<file path="config.mk">
export PLATFORM = sky130hd
export DESIGN_NAME = uart_rx
export DESIGN_NICKNAME = d
export VERILOG_FILES = /design/src/rtl/uart_rx.sv
export SDC_FILE = /design/constraint.sdc
export NUM_CORES = 1
export LEC_CHECK = 0
export CORE_ASPECT_RATIO = 0.5
export CORE_MARGIN = 2
export CORE_UTILIZATION = 25
export CTS_CLUSTER_DIAMETER = 40
export DETAILED_ROUTE_END_ITERATION = 12
export PLACE_DENSITY_LB_ADDON = 0.08
export SYNTH_ARGS = -nofsm -noshare
export SYNTH_HDL_FRONTEND = slang
export SYNTH_SLANG_ARGS = --single-unit
</file>
<file path="constraint.sdc">
create_clock -name clk -period 2.2 [get_ports clk]
set_clock_uncertainty 0.1 [all_clocks]
set_input_delay 0.44 -clock clk [delete_from_list [all_inputs] [get_ports clk]]
set_output_delay 0.44 -clock clk [all_outputs]
set_load 0.02 [all_outputs]
</file>
<file path="src/rtl/uart_rx.sv">
// uart_rx -- 8-bit, LSB-first, 1-stop-bit asynchronous serial receiver.
//
// Finds each start bit on an idle-high line and confirms it at mid-cell.
// Every later bit is sampled at mid-cell using a 16x oversampling tick.
// Each good byte is presented with a one-cycle valid strobe. Bad frames
// produce a one-cycle error strobe instead.
//
// Optional feature: define UART_RX_PARITY_EN to add a parity bit between the
// last data bit and the stop bit (sense chosen by PARITY_ODD).
//
// Ports:
//   clk         system clock
//   rst         synchronous, active-high reset
//   rx          filtered serial line, idle high, synchronous to clk
//   data[7:0]   last correctly received byte, held until the next good frame
//   valid       one-cycle strobe, data is new
//   frame_err   one-cycle strobe, stop bit sampled low
//   parity_err  one-cycle strobe, parity mismatch (0 without parity)
//   busy        high whenever the receiver is not idle
module uart_rx #(
  parameter int CLK_HZ     = 50_000_000,
  parameter int BAUD       = 115200,
  parameter int PARITY_ODD = 0
) (
  input  logic       clk,
  input  logic       rst,
  input  logic       rx,
  output logic [7:0] data,
  output logic       valid,
  output logic       frame_err,
  output logic       parity_err,
  output logic       busy
);

  localparam int DIV_RAW = CLK_HZ / (BAUD * 16);
  localparam int DIV     = (DIV_RAW < 1) ? 1 : DIV_RAW;
  localparam int CW      = (DIV > 1) ? $clog2(DIV) : 1;
  localparam logic [CW-1:0] CNT_MAX = CW'(DIV - 1);
  localparam logic PAR_ODD = (PARITY_ODD != 0);

  typedef enum logic [2:0] {
    IDLE      = 3'd0,
    START     = 3'd1,
    DATA      = 3'd2,
`ifdef UART_RX_PARITY_EN
    PARITY    = 3'd3,
`endif
    STOP      = 3'd4,
    WAIT_IDLE = 3'd5
  } state_t;

  state_t          state_reg, state_next;
  logic [CW-1:0]   cnt_reg, cnt_next;
  logic [3:0]      ph_reg, ph_next;
  logic [2:0]      bitn_reg, bitn_next;
  logic [7:0]      shreg_reg, shreg_next;
  logic            perr_reg, perr_next;
  logic [7:0]      data_reg, data_next;
  logic            valid_reg, valid_next;
  logic            frame_err_reg, frame_err_next;
  logic            parity_err_reg, parity_err_next;
  logic            tick;

`ifndef UART_RX_PARITY_EN
  // Parity sense only matters when the parity stage is built.
  logic unused_par_odd;
  assign unused_par_odd = PAR_ODD;
`endif

  assign tick = (cnt_reg == CNT_MAX);

  always_comb begin
    state_next      = state_reg;
    cnt_next        = cnt_reg;
    ph_next         = ph_reg;
    bitn_next       = bitn_reg;
    shreg_next      = shreg_reg;
    perr_next       = perr_reg;
    data_next       = data_reg;
    valid_next      = 1'b0;
    frame_err_next  = 1'b0;
    parity_err_next = 1'b0;

    // Free-running divider and phase while a frame is in progress.
    if (state_reg != IDLE) begin
      cnt_next = tick ? '0 : cnt_reg + 1'b1;
      if (tick) ph_next = ph_reg + 4'd1;
    end

    case (state_reg)
      IDLE: begin
        if (!rx) begin
          state_next = START;
          shreg_next = 8'h00;
          perr_next  = 1'b0;
        end
      end
      START: begin
        // Mid start bit: a high line here means a glitch, not a frame.
        if (tick && ph_reg == 4'd7) begin
          if (rx) begin
            state_next = IDLE;
          end else begin
            ph_next    = 4'd0;
            bitn_next  = 3'd0;
            state_next = DATA;
          end
        end
      end
      DATA: begin
        if (tick && ph_reg == 4'd15) begin
          shreg_next[bitn_reg] = rx;
          bitn_next            = bitn_reg + 3'd1;
          if (bitn_reg == 3'd7) begin
`ifdef UART_RX_PARITY_EN
            state_next = PARITY;
`else
            state_next = STOP;
`endif
          end
        end
      end
`ifdef UART_RX_PARITY_EN
      PARITY: begin
        if (tick && ph_reg == 4'd15) begin
          perr_next  = ((^shreg_reg) ^ PAR_ODD) != rx;
          state_next = STOP;
        end
      end
`endif
      STOP: begin
        if (tick && ph_reg == 4'd15) begin
          if (!rx) begin
            // Stay out of IDLE until the line recovers so a break
            // yields a single frame error.
            frame_err_next = 1'b1;
            state_next     = WAIT_IDLE;
          end else if (perr_reg) begin
            parity_err_next = 1'b1;
            state_next      = IDLE;
          end else begin
            data_next  = shreg_reg;
            valid_next = 1'b1;
            state_next = IDLE;
          end
        end
      end
      WAIT_IDLE: begin
        if (rx) state_next = IDLE;
      end
      default: state_next = IDLE;
    endcase

    // Counters restart from zero for every frame.
    if (state_next == IDLE) begin
      cnt_next = '0;
      ph_next  = 4'd0;
    end
  end

  always_ff @(posedge clk) begin
    if (rst) begin
      state_reg      <= IDLE;
      cnt_reg        <= '0;
      ph_reg         <= 4'd0;
      bitn_reg       <= 3'd0;
      shreg_reg      <= 8'h00;
      perr_reg       <= 1'b0;
      data_reg       <= 8'h00;
      valid_reg      <= 1'b0;
      frame_err_reg  <= 1'b0;
      parity_err_reg <= 1'b0;
    end else begin
      state_reg      <= state_next;
      cnt_reg        <= cnt_next;
      ph_reg         <= ph_next;
      bitn_reg       <= bitn_next;
      shreg_reg      <= shreg_next;
      perr_reg       <= perr_next;
      data_reg       <= data_next;
      valid_reg      <= valid_next;
      frame_err_reg  <= frame_err_next;
      parity_err_reg <= parity_err_next;
    end
  end

  assign data       = data_reg;
  assign valid      = valid_reg;
  assign frame_err  = frame_err_reg;
  assign parity_err = parity_err_reg;
  assign busy       = (state_reg != IDLE);

endmodule

</file>
# [Yosys cells after proc, flatten, opt, wreduce, memory -nomap -nowiden]
# Cells that the tools add are included.
[totals] wordCells=68 ff_bits=33 out_inout_bits=12 inputBits=3
[op_classes] eq_ne=12 n_reduce_logical=14 addsub=3 n_mux=26 n_lt_le_gt_ge=2 n_bitwise=3
[ops] op="$mux W3" n=10
[ops] op="$mux W4" n=5
[ops] op="$mux W8" n=2
[ops] op="$pmux W8 S2" n=1
[ops] op="$pmux W3 S5" n=1
[ops] op="$eq A3 B3 Y1 const B" n=3
[ops] op="$bwmux W8" n=1
[ops] op="$ne A2 B2 Y1 const B" n=4
[ops] op="$logic_not A3 Y1" n=2
[ops] op="$pmux W3 S2" n=1
[ops] op="$reduce_and A3 Y1" n=2
[ops] op="$add A5 B1 Y5 const B" n=1
[ops] op="$eq A5 B5 Y1 const B" n=1
[ops] op="$mux W5" n=1
[ops] op="$add A4 B1 Y4 const B" n=1
[ops] op="$eq A4 B3 Y1 const B" n=1
[ops] op="$eq A4 B4 Y1 const B" n=1
[ops] op="$lt A3 B4 Y1 const B" n=1
[ops] op="$reduce_and A4 Y1" n=1
[ops] op="$reduce_bool A2 Y1" n=2
[ops] op="$reduce_or A4 Y1" n=1
[ops] op="$add A3 B1 Y3 const B" n=1
[ops] op="$demux W1 S3" n=1
[ops] op="$eq A3 B1 Y1 const B" n=1
[ops] op="9 further kinds" n=14

# [Depth between registers and ports, before layout]
[depth] ltp_word=7 ltp_mapped=8 depth_no_buf=6

# [Least setup slack after synthesis]
# No wires, ideal clock.
[synth_timing] path_type="in2reg" startpoint="input port rx" endpoint="register cnt_reg[3]" setup_ns=0.091 setup_slack_ns=0.100 arrival_ns=1.909 path_buffers=2 path_stages=6 path_cell_list="buf_6 > nor4b_4 > or4b_1 > a221o_1 > buf_6 > a311oi_1"
[synth_between] elab_chain_cells=5
[synth_lines] element="from (decl)" line="27" rtl="input logic rx,"
[synth_lines] element="$mux W3 or $mux W2 (tied branches)" line="133, 101"
[synth_lines] element="$mux W3 (on tied branches)" line="132, 100"
[synth_lines] element="$pmux W3 S5 (*)" line="90" rtl="case (state_reg)"
[synth_lines] element="$logic_not A3 Y1 (*)" line="155" rtl="if (state_next == IDLE) begin"
[synth_lines] element="$reduce_or A2 Y1 (no line) (*)"
[synth_lines] element="to (signal assigned)" line="175" rtl="cnt_reg <= cnt_next;"
[synth_lines] element="to (decl)" line="53" rtl="logic [CW-1:0] cnt_reg, cnt_next;"
# Every way passes the cells marked *; elsewhere a longest branch is shown, timed or not.
# A chain may end at the register's enable or synchronous reset.

# [Worst setup path in the final report]
[layout_timing] startpoint="input port rx" endpoint="register cnt_reg[4]"
# The elaborated chain is that of the path after synthesis.

==> impl_metrics.yaml <==
yosys:
  synth_cell_types: 45
  ys_seq_area_frac: 0.387
  synthFlopType: "dfxtp_1"
  synth_top_area_cell: "dfxtp_1"
  synth_area_mm2: 0.00171
  yosys_warnings: 0
  synth_top_area_share: 0.387
  syn_nets: 201
  synth_edf_count: 0
  async_reset_ff_frac: 0
  synth_area_leaders: "dfxtp_1 39%, mux2i_1 5.3%, ha_1 3.7%, a21oi_1 3.2%, nor2_1 3.1%"
  synth_seq_cells: 33
  syn_avg_cell_area_um2: 8.85
  synthCells: 193
floorplan:
  initial_core_util: 0.257
  fp-row-count: 21
  core-area_mm2: 0.00665
  dieHeight_um: 62.4
  io_pins: 15
  die-area_mm2: 0.00755
  die_w_um: 121
routing:
  dr.first_iter.drc_count: 70
  avgViaCountPerCell: 4.85
  wirelength_mm: 4.62
  drc: 0
  antenna_left: 0
  wire_per_inst_um: 14.5
  first_pass_iters: 4
  num_vias: 1548
outcome:
  status: "finished, final reports clean"
final_layout:
  area.sequential_um2: 661
  final_cell_mix: "33 x dfxtp_1, 27 x buf_4, 14 x nor2_1, 11 x a21oi_1, 11 x clkdlybuf4s50_1"
  final_nets: 234
  final-instance-count-excl-fill: 319
  stdcell_area_mm2: 0.00224
  final_common_cell: "dfxtp_1"
  multiInputGateArea_um2: 972
  areaGrowthSynthToFinish_pct: 31.4
  antenna_cells: 0
  final.fill_count: 710
  drive_gt1_frac: 0.207
global_routing:
  use_met2: 0.205
  gr-usage-all-layers: 0.132
  grtUsageMet1: 0.184
  grt_use_met3: 0.0383
  top_usage_layer: "met2"
  grt_pass1_vias: 1544
  grt_overflow: 0
  grt_pass1_wl_mm: 7.78
  antenna_found_initial: 0
  grt_max_degree: 22
setup_path:
  crit_end: "cnt_reg[4]"
  crit_type: "input pin to register"
  timing.rr.start: "ph_reg[0]"
  crit_path_start: "rx"
  crit_fanout: 5
  r2r_end: "cnt_reg[4]"
  crit_path_end_kind: "register"
  start_kind: "input pin"
  crit_arrival_ns: 2.17
  ff2ff_path_depth: 5
  r2r_slack_ns: 0.13
  crit_required_ns: 2.28
placed_design:
  post_dp_cell_area_mm2: 0.00207
  gp_congestion: 0.742
  dp_hpwl_mm: 3.21
  place_ws_ns: -0.471
  portBuffers: 13
  dp_cells: 309
clocking:
  clockBufferDepth: 2
  htreeDepth: 2
  clock_latency_ns: 0.27
  cts_tree: "done"
  root_buffer: "clkbuf_16"
  path_clk_slew_ns: 0.05
  cts_num_sinks: 33
  hold_buffers: 0
  cts_buffers: 5
timing:
  final.setup.worst_slack_ns: 0.109
  hold_viol_final: 0
  fin_hold_ws_ns: 0.391
  setup_viol: 0
  min_period_ns: 2.09
  slew_viol_final: 0
  rsz0062_at_grt: "no"
  fin_crit_sh: 0.950
  timing.fmax_mhz: 478
pwr:
  peakVddDrop_uv: 381
  powerDensity_mw_per_mm2: 597
  leakage_nw: 0.884
min_path:
  min_path_type: "register to register"
flow_run:
  max_cap_viol_count: 0
[metal layers]
layer,up-vias,part of all wire
li1,791,-
met1,730,0.52
met2,21,0.44
met3,6,0.028
met4,0,0.0082
met5,-,0
[cells in the mapped netlist, types with 2 or more instances]
cell,n
o211ai_1,5
nand2_1,9
nor3b_1,3
a32o_1,4
inv_1,7
nor2_1,14
nand2b_1,4
buf_4,2
xor2_1,3
a221o_1,3
a311oi_1,2
buf_6,2
nand4_1,4
clkbuf_1,8
a31oi_1,7
nand3_1,7
and4b_1,2
o21ai_0,10
dfxtp_1,33
o2111ai_1,3
ha_1,5
buf_2,2
mux2i_1,9
or2_2,2
nor4_1,7
nor3_1,4
a21oi_1,11
nor2b_1,4
[worst min-delay path by stage]
stage | cells past startpoint | from | end
floorplan | 2 | shreg_reg[4] | data[4]
CTS | 2 | data[5] | data[5]
global route | 2 | data[0] | data[0]
finish | 2 | data[5] | data[5]
detailed placement | 2 | data[5] | data[5]
global placement | 2 | data[1] | data[1]
[critical path, cell delays in order]
cell and delay [ns]:
dlygate4sd2_1 0.27, nor4b_4 0.30, or4b_4 0.52, a221o_2 0.43, a311oi_2 0.21
[cell type report]
| type | count | share of cell area |
|---|---|---|
| clock buffers | 6 | 0.0574 |
| clock inverters | 2 | 0.00446 |
| inverters | 7 | 0.0117 |
| multi-input cells | 139 | 0.433 |
| flip-flops and latches | 33 | 0.294 |
| well taps | 92 | 0.0513 |
| repair buffers | 40 | 0.147 |
[metrics by stage]
stage,TNS [ns],total power (W),utilization
CTS,0,0.00136,0.336
global route,0,0.00141,0.337
detailed placement,-3.62,0.000691,0.311
floorplan,0,0.000661,-
finish,0,0.00134,0.337
global placement,-3.15,0.000692,0.311
[cell families (layout without fill, tap and decap cells)]
| logic type | Yosys count | count (layout) | synth area share |
|---|---|---|---|
| multiplexers | 9 | 9 | 0.0527 |
| adder cells (fa/ha/maj) | 5 | 5 | 0.0366 |
| flip-flops | 33 | 33 | 0.387 |
| AND/OR/NAND/NOR | 69 | 69 | 0.238 |
| buffers and inverters | 22 | 55 | 0.0630 |
| XOR/XNOR | 3 | 3 | 0.0154 |
| AO/OA/AOI/OAI | 51 | 52 | 0.205 |
| other | 1 | 1 | 0.00220 |
[where the power goes]
| group | internal [W] | leakage [nW] | total, W | switching (W) |
|---|---|---|---|---|
| sequential | 0.000601 | 0.266 | 0.000602 | 0.00000139 |
| clock | 0.000415 | 0.0706 | 0.000660 | 0.000245 |
| combinational | 0.0000295 | 0.547 | 0.0000773 | 0.0000478 |
| total | 0.00105 | 0.884 | 0.00134 | 0.000294 |
[timing repair]
item	CTS	global route
gates resized for setup	5	4
gates cloned	1	0
pin swaps	2	1
endpoints found under the setup margin	10	4
buffers inserted	1	0
No activity file was read; power rests on OpenSTA's default activity.
==> RTL edit, RTL diff (config.mk and constraints unchanged) <==
The option `UART_RX_PARITY_EN` is turned on by a define.
--- a/src/rtl/uart_rx.sv
+++ b/src/rtl/uart_rx.sv
@@ -17,6 +17,8 @@
 //   frame_err   one-cycle strobe, stop bit sampled low
 //   parity_err  one-cycle strobe, parity mismatch (0 without parity)
 //   busy        high whenever the receiver is not idle
+`define UART_RX_PARITY_EN
+
 module uart_rx #(
   parameter int CLK_HZ     = 50_000_000,
   parameter int BAUD       = 115200,
Behaviour: no difference found for any inputs over 10 cycles, from zero or initial values and one cycle with rst high; that may be too few to reach the edited logic, so the function may still have changed.
==> RTL edit against the unedited design <==
Setup slack improved by 0.0043 ns. Non-clock buffer count shrank 5. Sequential cell count is 2 higher. Synthesized area is 7.3% higher. Sequential share of layout area rose by 0.36 points. Routed wire length is 2.7% lower. Power grew 8.5%. Cell area up 5.0%.
==> RTL edit: results (changes against the unedited design) <==
yosys:
  synthArstFlopShare_pct: 0  # unchanged
  yosysSeqAreaShare_pct: 38.3  # -0.43 points
  ys_top_cells_by_count: "dfxtp_1, nand2_1, nor2_1"
  synthDistinctLibCells: 50  # +11%
  synth_area_leaders: "dfxtp_1, nand2_1, nor2_1, mux2i_1, a21oi_1"
  yosys_most_used_dff: "dfxtp_1"
  synth_nets: 219  # +9.0%
  ys_warn_count: 0  # unchanged
global_routing:
  antenna_found_initial: 0  # unchanged
  grt_pass1_vias: 1528  # -1.0%
  gr-usage-all-layers_pct: 11.9  # -1.3 points
  grt_max_degree: 17  # -23%
  grt_pass1_wl_um: 7580  # -2.7%
min_path:
  hold_class: "flip-flop to flip-flop"
drt:
  drtPass1Iterations: 4  # unchanged
  drt_iter0_drc: 119  # +70%
  met1_length_um: 2430  # +0.79%
  wirelength_um: 4490  # -2.7%
  route.met3.wl_um: 160  # +22%
  via_per_inst: 4.72  # -2.6%
  dr.max_layer_used: "met4"
  wl_met2_um: 1840  # -9.8%
power:
  peakVddDrop_mv: 0.223  # -42%
  p_leak_uw: 0.000879  # -0.56%
place:
  dpl.hpwl_um: 3320  # +3.4%
  io_buffer_count: 14  # +1
  routabilityCongestion: 0.825  # +11%
outcome:
  outcome: "complete, no violations"
cts:
  cts_buffers: 5  # unchanged
  post_cts_buffers: 0  # -1
  clk_pin_slew_worst_paths_ns: 0.05  # about the same
  clockBufferDepth: 2  # unchanged
  cts_root_buf: "clkbuf_16"
  clkLatencyLatePin_ns: 0.28
  cts_htree_levels: 2  # unchanged
final_layout:
  diodes: 0  # unchanged
  layout.nets: 250  # +6.8%
  drive_gt1_share_pct: 16.5  # -4.2 points
worst_setup_path:
  worstPathArrival_ns: 2.18
  cp_max_fo: 6  # +1
timing:
  maxSlewHeadroom_pct: 71.5
-- RTL edit: repair_timing --
item | in CTS | in global routing
resized for setup | 1 | 3
endpoints found under the setup margin | 1 | 10
cloned | 0 | 0
pin swaps | 0 | 1
-- RTL edit: kinds of logic after synthesis --
family	count (synthesis)	share of synthesized area [%]
flops	35	38.3
simple gates	88	24.7
buf+inv	18	4.71
compound gates	47	19.8
mux	8	4.37
fa+ha+maj	5	3.42
xor+xnor	10	4.78
-- RTL edit: metrics by stage --
step	setup slack (ns)	hold slack [ns]	cells	area (um2)
2_1_floorplan	0.254	0.300	211	1830
3_3_place_gp	-0.138	0.319	327	2200
3_5_place_dp	-0.151	0.309	327	2200
4_1_cts	0.0551	0.321	334	2340
5_1_grt	0.0116	0.350	334	2350
6_report	0.113	0.317	334	2350
-- RTL edit: critical path, stage by stage --
cell	delay, ns
clkdlybuf4s50_1	0.42
or3b_4	0.41
a2111o_1	0.38
o211ai_2	0.12
o31ai_4	0.15
a311oi_2	0.26
-- RTL edit: area by class of cell --
type                            count  area (um2)
Tap cell                           92         115
Clock inverter                      1        5.00
Inverter                            7        26.3
Timing Repair Buffer               35         313
Multi-Input combinational cell    158        1050
Sequential cell                    35         702
Clock buffer                        6         139
Fill cell                         720        4530
-- RTL edit: routing by layer --
| layer | GRT usage [%] | vias to the layer above |
|---|---|---|
| met5 | 0 | - |
| met4 | 4.44 | 0 |
| met3 | 3.96 | 8 |
| met2 | 16.9 | 16 |
| met1 | 16.6 | 733 |
| li1 | - | 821 |
-- RTL edit: where the power goes --
| part | total (uW) | internal [uW] | switching (uW) |
|---|---|---|---|
| clock | 700 | 442 | 258 |
| sequential | 642 | 638 | 3.73 |
| combinational | 111 | 45.2 | 65.9 |
-- RTL edit: final timing paths --
check	start	to	slack [ns]	cells after the start
worst max-delay path	rx	cnt_reg[2]	0.11	6
worst min-delay path	perr_reg	valid	0.32	1
worst max register to register	cnt_reg[0]	cnt_reg[2]	0.12	7
worst min register to register	perr_reg	valid	0.32	1
